`src/rtl/seq_restoring_divider_if.sv`:
```
// Start/busy/done handshake and operand/result bundle for seq_restoring_divider.
// div_by_zero is present only when DIVIDER_ERR_EN is defined.
interface seq_restoring_divider_if #(
  parameter int WIDTH = 4
);
  logic             start;
  logic [WIDTH-1:0] Dividend;
  logic [WIDTH-1:0] Divisor;
  logic [WIDTH-1:0] Quotient;
  logic [WIDTH-1:0] Remainder;
  logic             busy;
  logic             done;
`ifdef DIVIDER_ERR_EN
  logic             div_by_zero;
`endif

  modport master (
    output start,
    output Dividend,
    output Divisor,
    input  Quotient,
    input  Remainder,
    input  busy,
`ifdef DIVIDER_ERR_EN
    input  div_by_zero,
`endif
    input  done
  );

  modport slave (
    input  start,
    input  Dividend,
    input  Divisor,
    output Quotient,
    output Remainder,
    output busy,
`ifdef DIVIDER_ERR_EN
    output div_by_zero,
`endif
    output done
  );
endinterface

```
`src/rtl/seq_restoring_divider.sv`:
```
// Unsigned restoring divider, one quotient bit per clock, WIDTH+1 cycles start-to-done.
// DIVIDER_ERR_EN adds div_by_zero and a single-cycle early exit for a zero divisor.
module seq_restoring_divider #(
  parameter int WIDTH = 4
) (
  input  logic                  clk,
  input  logic                  rst,
  seq_restoring_divider_if.slave dif
);
  localparam int CW = $clog2(WIDTH + 1);
  localparam logic [CW-1:0] LAST = CW'(WIDTH - 1);

  typedef enum logic [1:0] {IDLE, RUN, DONE} state_t;

  state_t           state_q, state_d;
  logic [WIDTH-1:0] q_q, q_d;
  logic [WIDTH-1:0] r_q, r_d;
  logic [WIDTH-1:0] d_q, d_d;
  logic [WIDTH-1:0] quot_q, quot_d;
  logic [WIDTH-1:0] rem_q, rem_d;
  logic [CW-1:0]    cnt_q, cnt_d;
  logic             busy_q, busy_d;
  logic             done_q, done_d;
`ifdef DIVIDER_ERR_EN
  logic             dbz_q, dbz_d;
`endif

  logic [WIDTH:0]   trial;
  logic [WIDTH-1:0] q_step;
  logic [WIDTH-1:0] r_step;

  always_comb begin
    // Trial subtraction as an add of the inverted divisor with carry-in 1.
    trial = {r_q, q_q[WIDTH-1]} + {1'b1, ~d_q} + {{WIDTH{1'b0}}, 1'b1};
    if (!trial[WIDTH]) begin
      r_step = trial[WIDTH-1:0];
      q_step = {q_q[WIDTH-2:0], 1'b1};
    end else begin
      r_step = {r_q[WIDTH-2:0], q_q[WIDTH-1]};
      q_step = {q_q[WIDTH-2:0], 1'b0};
    end

    state_d = state_q;
    q_d     = q_q;
    r_d     = r_q;
    d_d     = d_q;
    quot_d  = quot_q;
    rem_d   = rem_q;
    cnt_d   = cnt_q;
    busy_d  = busy_q;
    done_d  = 1'b0;
`ifdef DIVIDER_ERR_EN
    dbz_d   = dbz_q;
`endif

    case (state_q)
      RUN: begin
        q_d   = q_step;
        r_d   = r_step;
        cnt_d = cnt_q + CW'(1);
        if (cnt_q == LAST) begin
          quot_d  = q_step;
          rem_d   = r_step;
          done_d  = 1'b1;
          busy_d  = 1'b0;
          state_d = DONE;
        end
      end
      default: begin
        // IDLE and DONE both accept a new request.
        state_d = IDLE;
        if (dif.start) begin
          q_d     = dif.Dividend;
          d_d     = dif.Divisor;
          r_d     = '0;
          cnt_d   = '0;
          busy_d  = 1'b1;
          state_d = RUN;
`ifdef DIVIDER_ERR_EN
          dbz_d   = 1'b0;
          if (dif.Divisor == '0) begin
            quot_d  = '1;
            rem_d   = dif.Dividend;
            dbz_d   = 1'b1;
            done_d  = 1'b1;
            busy_d  = 1'b0;
            state_d = DONE;
          end
`endif
        end
      end
    endcase
  end

  always_ff @(posedge clk or posedge rst) begin
    if (rst) begin
      state_q <= IDLE;
      q_q     <= '0;
      r_q     <= '0;
      d_q     <= '0;
      quot_q  <= '0;
      rem_q   <= '0;
      cnt_q   <= '0;
      busy_q  <= 1'b0;
      done_q  <= 1'b0;
`ifdef DIVIDER_ERR_EN
      dbz_q   <= 1'b0;
`endif
    end else begin
      state_q <= state_d;
      q_q     <= q_d;
      r_q     <= r_d;
      d_q     <= d_d;
      quot_q  <= quot_d;
      rem_q   <= rem_d;
      cnt_q   <= cnt_d;
      busy_q  <= busy_d;
      done_q  <= done_d;
`ifdef DIVIDER_ERR_EN
      dbz_q   <= dbz_d;
`endif
    end
  end

  assign dif.Quotient  = quot_q;
  assign dif.Remainder = rem_q;
  assign dif.busy      = busy_q;
  assign dif.done      = done_q;
`ifdef DIVIDER_ERR_EN
  assign dif.div_by_zero = dbz_q;
`endif
endmodule

```
`src/flat_wrapper.sv`:
```
// flat-port wrapper written by rule: the top's interface ports become plain ports
module seq_restoring_divider_flat 
#(
  parameter int WIDTH = 4
)
  (clk, rst, dif_start, dif_Dividend, dif_Divisor, dif_Quotient, dif_Remainder, dif_busy, dif_done);
  seq_restoring_divider_if #(.WIDTH(WIDTH)) dif_i ();
  input  logic clk;
  input  logic rst;
  input wire logic [$bits(dif_i.start)-1:0] dif_start;
  input wire logic [$bits(dif_i.Dividend)-1:0] dif_Dividend;
  input wire logic [$bits(dif_i.Divisor)-1:0] dif_Divisor;
  output wire logic [$bits(dif_i.Quotient)-1:0] dif_Quotient;
  output wire logic [$bits(dif_i.Remainder)-1:0] dif_Remainder;
  output wire logic [$bits(dif_i.busy)-1:0] dif_busy;
  output wire logic [$bits(dif_i.done)-1:0] dif_done;
  assign dif_i.start = dif_start;
  assign dif_i.Dividend = dif_Dividend;
  assign dif_i.Divisor = dif_Divisor;
  assign dif_Quotient = dif_i.Quotient;
  assign dif_Remainder = dif_i.Remainder;
  assign dif_busy = dif_i.busy;
  assign dif_done = dif_i.done;
  seq_restoring_divider #(.WIDTH(WIDTH)) u_core (.clk(clk), .rst(rst), .dif(dif_i));
endmodule
```
`config.mk`:
```
export PLATFORM = sky130hd
export DESIGN_NAME = seq_restoring_divider_flat
export DESIGN_NICKNAME = d
export VERILOG_FILES = /design/src/rtl/seq_restoring_divider_if.sv /design/src/rtl/seq_restoring_divider.sv /design/src/flat_wrapper.sv
export SDC_FILE = /design/constraint.sdc
export NUM_CORES = 1
export LEC_CHECK = 0
export BUFFER_PORTS_ARGS = -buffer_cell sky130_fd_sc_hd__buf_2
export CORE_MARGIN = 8
export CORE_UTILIZATION = 45
export CTS_CLUSTER_SIZE = 28
export DETAILED_ROUTE_END_ITERATION = 12
export PLACE_DENSITY = 0.66
export SLEW_MARGIN = 20
export SYNTH_ARGS = -nofsm -noshare
export SYNTH_HDL_FRONTEND = slang
export SYNTH_SLANG_ARGS = --single-unit
```
`constraint.sdc`:
```
create_clock -name clk -period 2.35 [get_ports clk]
set_input_delay 0.1175 -clock clk [delete_from_list [all_inputs] [get_ports clk]]
set_output_delay 0.1175 -clock clk [all_outputs]
set_load 0.05 [all_outputs]
```
==> run summary <==
### Status
• run status: finished, final reports clean

### Clocking
• Clock Sinks: 27
• TritonCTS clock tree: built
• Clock transition at path regs: 140 ps
• level count of the clock H-tree: 1
• Longest Clk Path Bufs: 2
• cts bufs inserted: 3
• clock latency reported for the late side of the worst-skew pair: 320 ps
• buffer cell driving the clock tree root: clkbuf_4

### Setup path
• Worst path slowest cell: dfrtp_1
• largest stage delay on the critical path: 410 ps
• data required time of the worst path: 2600 ps
• CP Data Arrival Time: 2460 ps
• sort of element at the start of the critical path: flip-flop
• Worst setup EP type: flip-flop
• largest fanout of any net on the critical path: 5
• critical path cell sequence: ha_1 > fa_2 > nand2b_1 > a21oi_4 > xor2_4 > mux2_4 > o21ai_0
• Worst Setup Path Type: flip-flop to flip-flop

### STA
• time the worst path needs with I/O delays and setup: 2210 ps
• final clock period utilization by the worst path: 93.8%
• relative max-transition margin: 52.3%
• pins over their slew limit: 0
• Post-Route Skew: 1.24 ps
• setup TNS: 0 ps
• setup violation total in the final timing report: 0
• measured slew at the worst slew-check pin: 714 ps
• Setup WS post-layout: 145 ps
• maximum clock frequency: 453 MHz
• setup repair after global routing missed its margin: no
• number of hold violations in the final report: 0

### Routing
• routed via count divided by cell count: 4.96
• highest routed metal layer: met4
• drt first pass iters: 4
• DRC violation count after routing: 0
• met3 wire len: 63 microns
• wire length the detailed router placed on met1: 1190 microns
• Met2 Routed Length: 1180 microns
• initial drt markers: 9
• number of vias in the routed layout: 873
• detail-routed net length per standard cell: 14.0 microns
• Routed Wire Length: 2470 microns
• antenna-violating nets left: 0

### Die
• area of the core: 0.00271 sq mm
• overall die height: 69.1 microns
• IO Pins: 21
• Initial Utilization: 46.8%
• overall die area: 0.00477 sq mm
• die span in x: 69.1 microns
• number of cell rows: 19

### Layout
• area delta synth->final: 15.8%
• fraction of final layout cells sized beyond drive strength 1: 24.8%
• Net count, final: 164
• Diodes inserted: 0
• most used cells in the layout excluding fill and tap cells: nand2_1, dfrtp_1, buf_2

### Global routing
• total routing usage reported by global routing: 11.0%
• wire length of the first global-routing pass: 4460 microns
• leftover overflow at the end of global routing: 0
• via count of the first global-routing pass: 959
• pin count of the biggest net entering global routing: 28
• number of antenna violations at the first check in global routing: 0

### Yosys
• synthesized area divided by synthesized cell count: 10.6 sq um
• Distinct cells, synth: 21
• sequential fraction of the synthesis area: 53.3%
• Synthesis Warnings: 0
• register bit total from synthesis: 27
• synthesized instance count: 120
• top-area cell type share of the netlist area: 53.3%
• number of nets in the synthesized netlist: 138
• biggest area consumer among synthesized cells: dfrtp_1
• largest cells by area after synthesis: dfrtp_1, nand2_1, ha_1
• combined area of all synthesized cells: 0.00127 sq mm

### Placed design
• Port-buffer cells: 20
• pre-CTS WS: 38.1 ps
• Detail Placement HPWL: 1820 microns
• last weighted congestion value of the routability-driven placer: 0.855

### Flow run
• max-capacitance violation count: 0

### Min path
• Hold WC Path Type: input pin to flip-flop

-- cell families (layout without fill, tap and decap cells) --
| family | Yosys count | in the layout | share of synthesized area (%) |
|---|---|---|---|
| buffers and inverters | 13 | 38 | 3.85 |
| AND/OR/NAND/NOR | 40 | 40 | 13.7 |
| AO/OA/AOI/OAI | 18 | 18 | 7.40 |
| XOR/XNOR | 3 | 3 | 3.55 |
| flip-flops | 27 | 27 | 53.3 |
| adder cells (fa/ha/maj) | 7 | 7 | 7.50 |
| multiplexers | 12 | 12 | 10.7 |
-- critical path: cells and delay by family, from the launching register on --
| kind | cells | cell delay [ps] |
|---|---|---|
| multiplexers | 1 | 330 |
| adder cells (fa/ha/maj) | 2 | 590 |
| AND/OR/NAND/NOR | 1 | 190 |
| AO/OA/AOI/OAI | 2 | 350 |
| flip-flops | 1 | 410 |
| XOR/XNOR | 1 | 260 |
-- worst paths after layout --
check                                            start                 endpoint  slack (ps)  depth (start not counted)
worst max-delay path                     u_core.d_q[0]  u_core.dif.Remainder[1]         140                          7
worst min-delay path                    dif_Divisor[3]            u_core.d_q[3]          20                          2
worst max register to register           u_core.d_q[0]  u_core.dif.Remainder[1]         140                          7
worst min register to register  u_core.dif.Quotient[2]   u_core.dif.Quotient[2]         490                          2
max in group asynchronous                          rst            u_core.d_q[3]        1720                          4
min in group asynchronous                          rst  u_core.dif.Remainder[2]         380                          4
-- registers in the layout, indices dropped and copies added, names as in the netlist --
register,cells
u_core.q_q,4
u_core.r_q,4
u_core.dif.done,1
u_core.state_q,2
u_core.dif.Remainder,4
u_core.d_q,4
u_core.cnt_q,3
u_core.dif.Quotient,4
u_core.dif.busy,1
-- what timing repair did --
action / in CTS / in global routing
buffers inserted: 0 / 2
hold buffers: 1 / 0
gates resized for setup: 0 / 3
endpoints found under the setup margin: 0 / 6
endpoints found under the hold margin: 27 / 0
-- cell type report --
type / instances / area, sq um
flip-flops and latches: 27 / 676
inverters: 9 / 33.8
repair buffers: 25 / 140
fillers: 255 / 1240
clock buffers: 4 / 26.3
multi-input cells: 80 / 553
well taps: 31 / 38.8
-- routing by layer --
metal | GRT usage, % | vias up
met5 | 0 | -
met2 | 18.3 | 11
li1 | - | 441
met4 | 4.10 | 0
met1 | 13.5 | 417
met3 | 2.15 | 4
-- through the flow --
stage,util (%),cell area (sq um),hold WS (ps),cells
after floorplan,-,1270,170,120
after global placement,51.9,1410,190,169
after detailed placement,51.9,1410,206,169
after CTS,53.2,1440,7.82,174
after global routing,54.2,1470,9.95,176
final,54.2,1470,17.8,176
-- synthesized netlist by cell type --
cell type / n
o21ai_1: 4
xnor2_1: 1
inv_1: 9
a21oi_1: 2
nor2b_1: 1
xor2_1: 1
a21oi_2: 1
dfrtp_1: 27
o21ai_0: 11
nand2_1: 27
mux2_4: 2
mux2_2: 4
nand2b_1: 2
or3_1: 2
fa_1: 1
mux2i_1: 6
nor2_1: 5
xor2_4: 1
clkbuf_1: 4
ha_1: 6
nand3b_1: 3
Power is not shown: default switching activity piles up to over one toggle a cycle in this logic, so the estimate is an artifact.
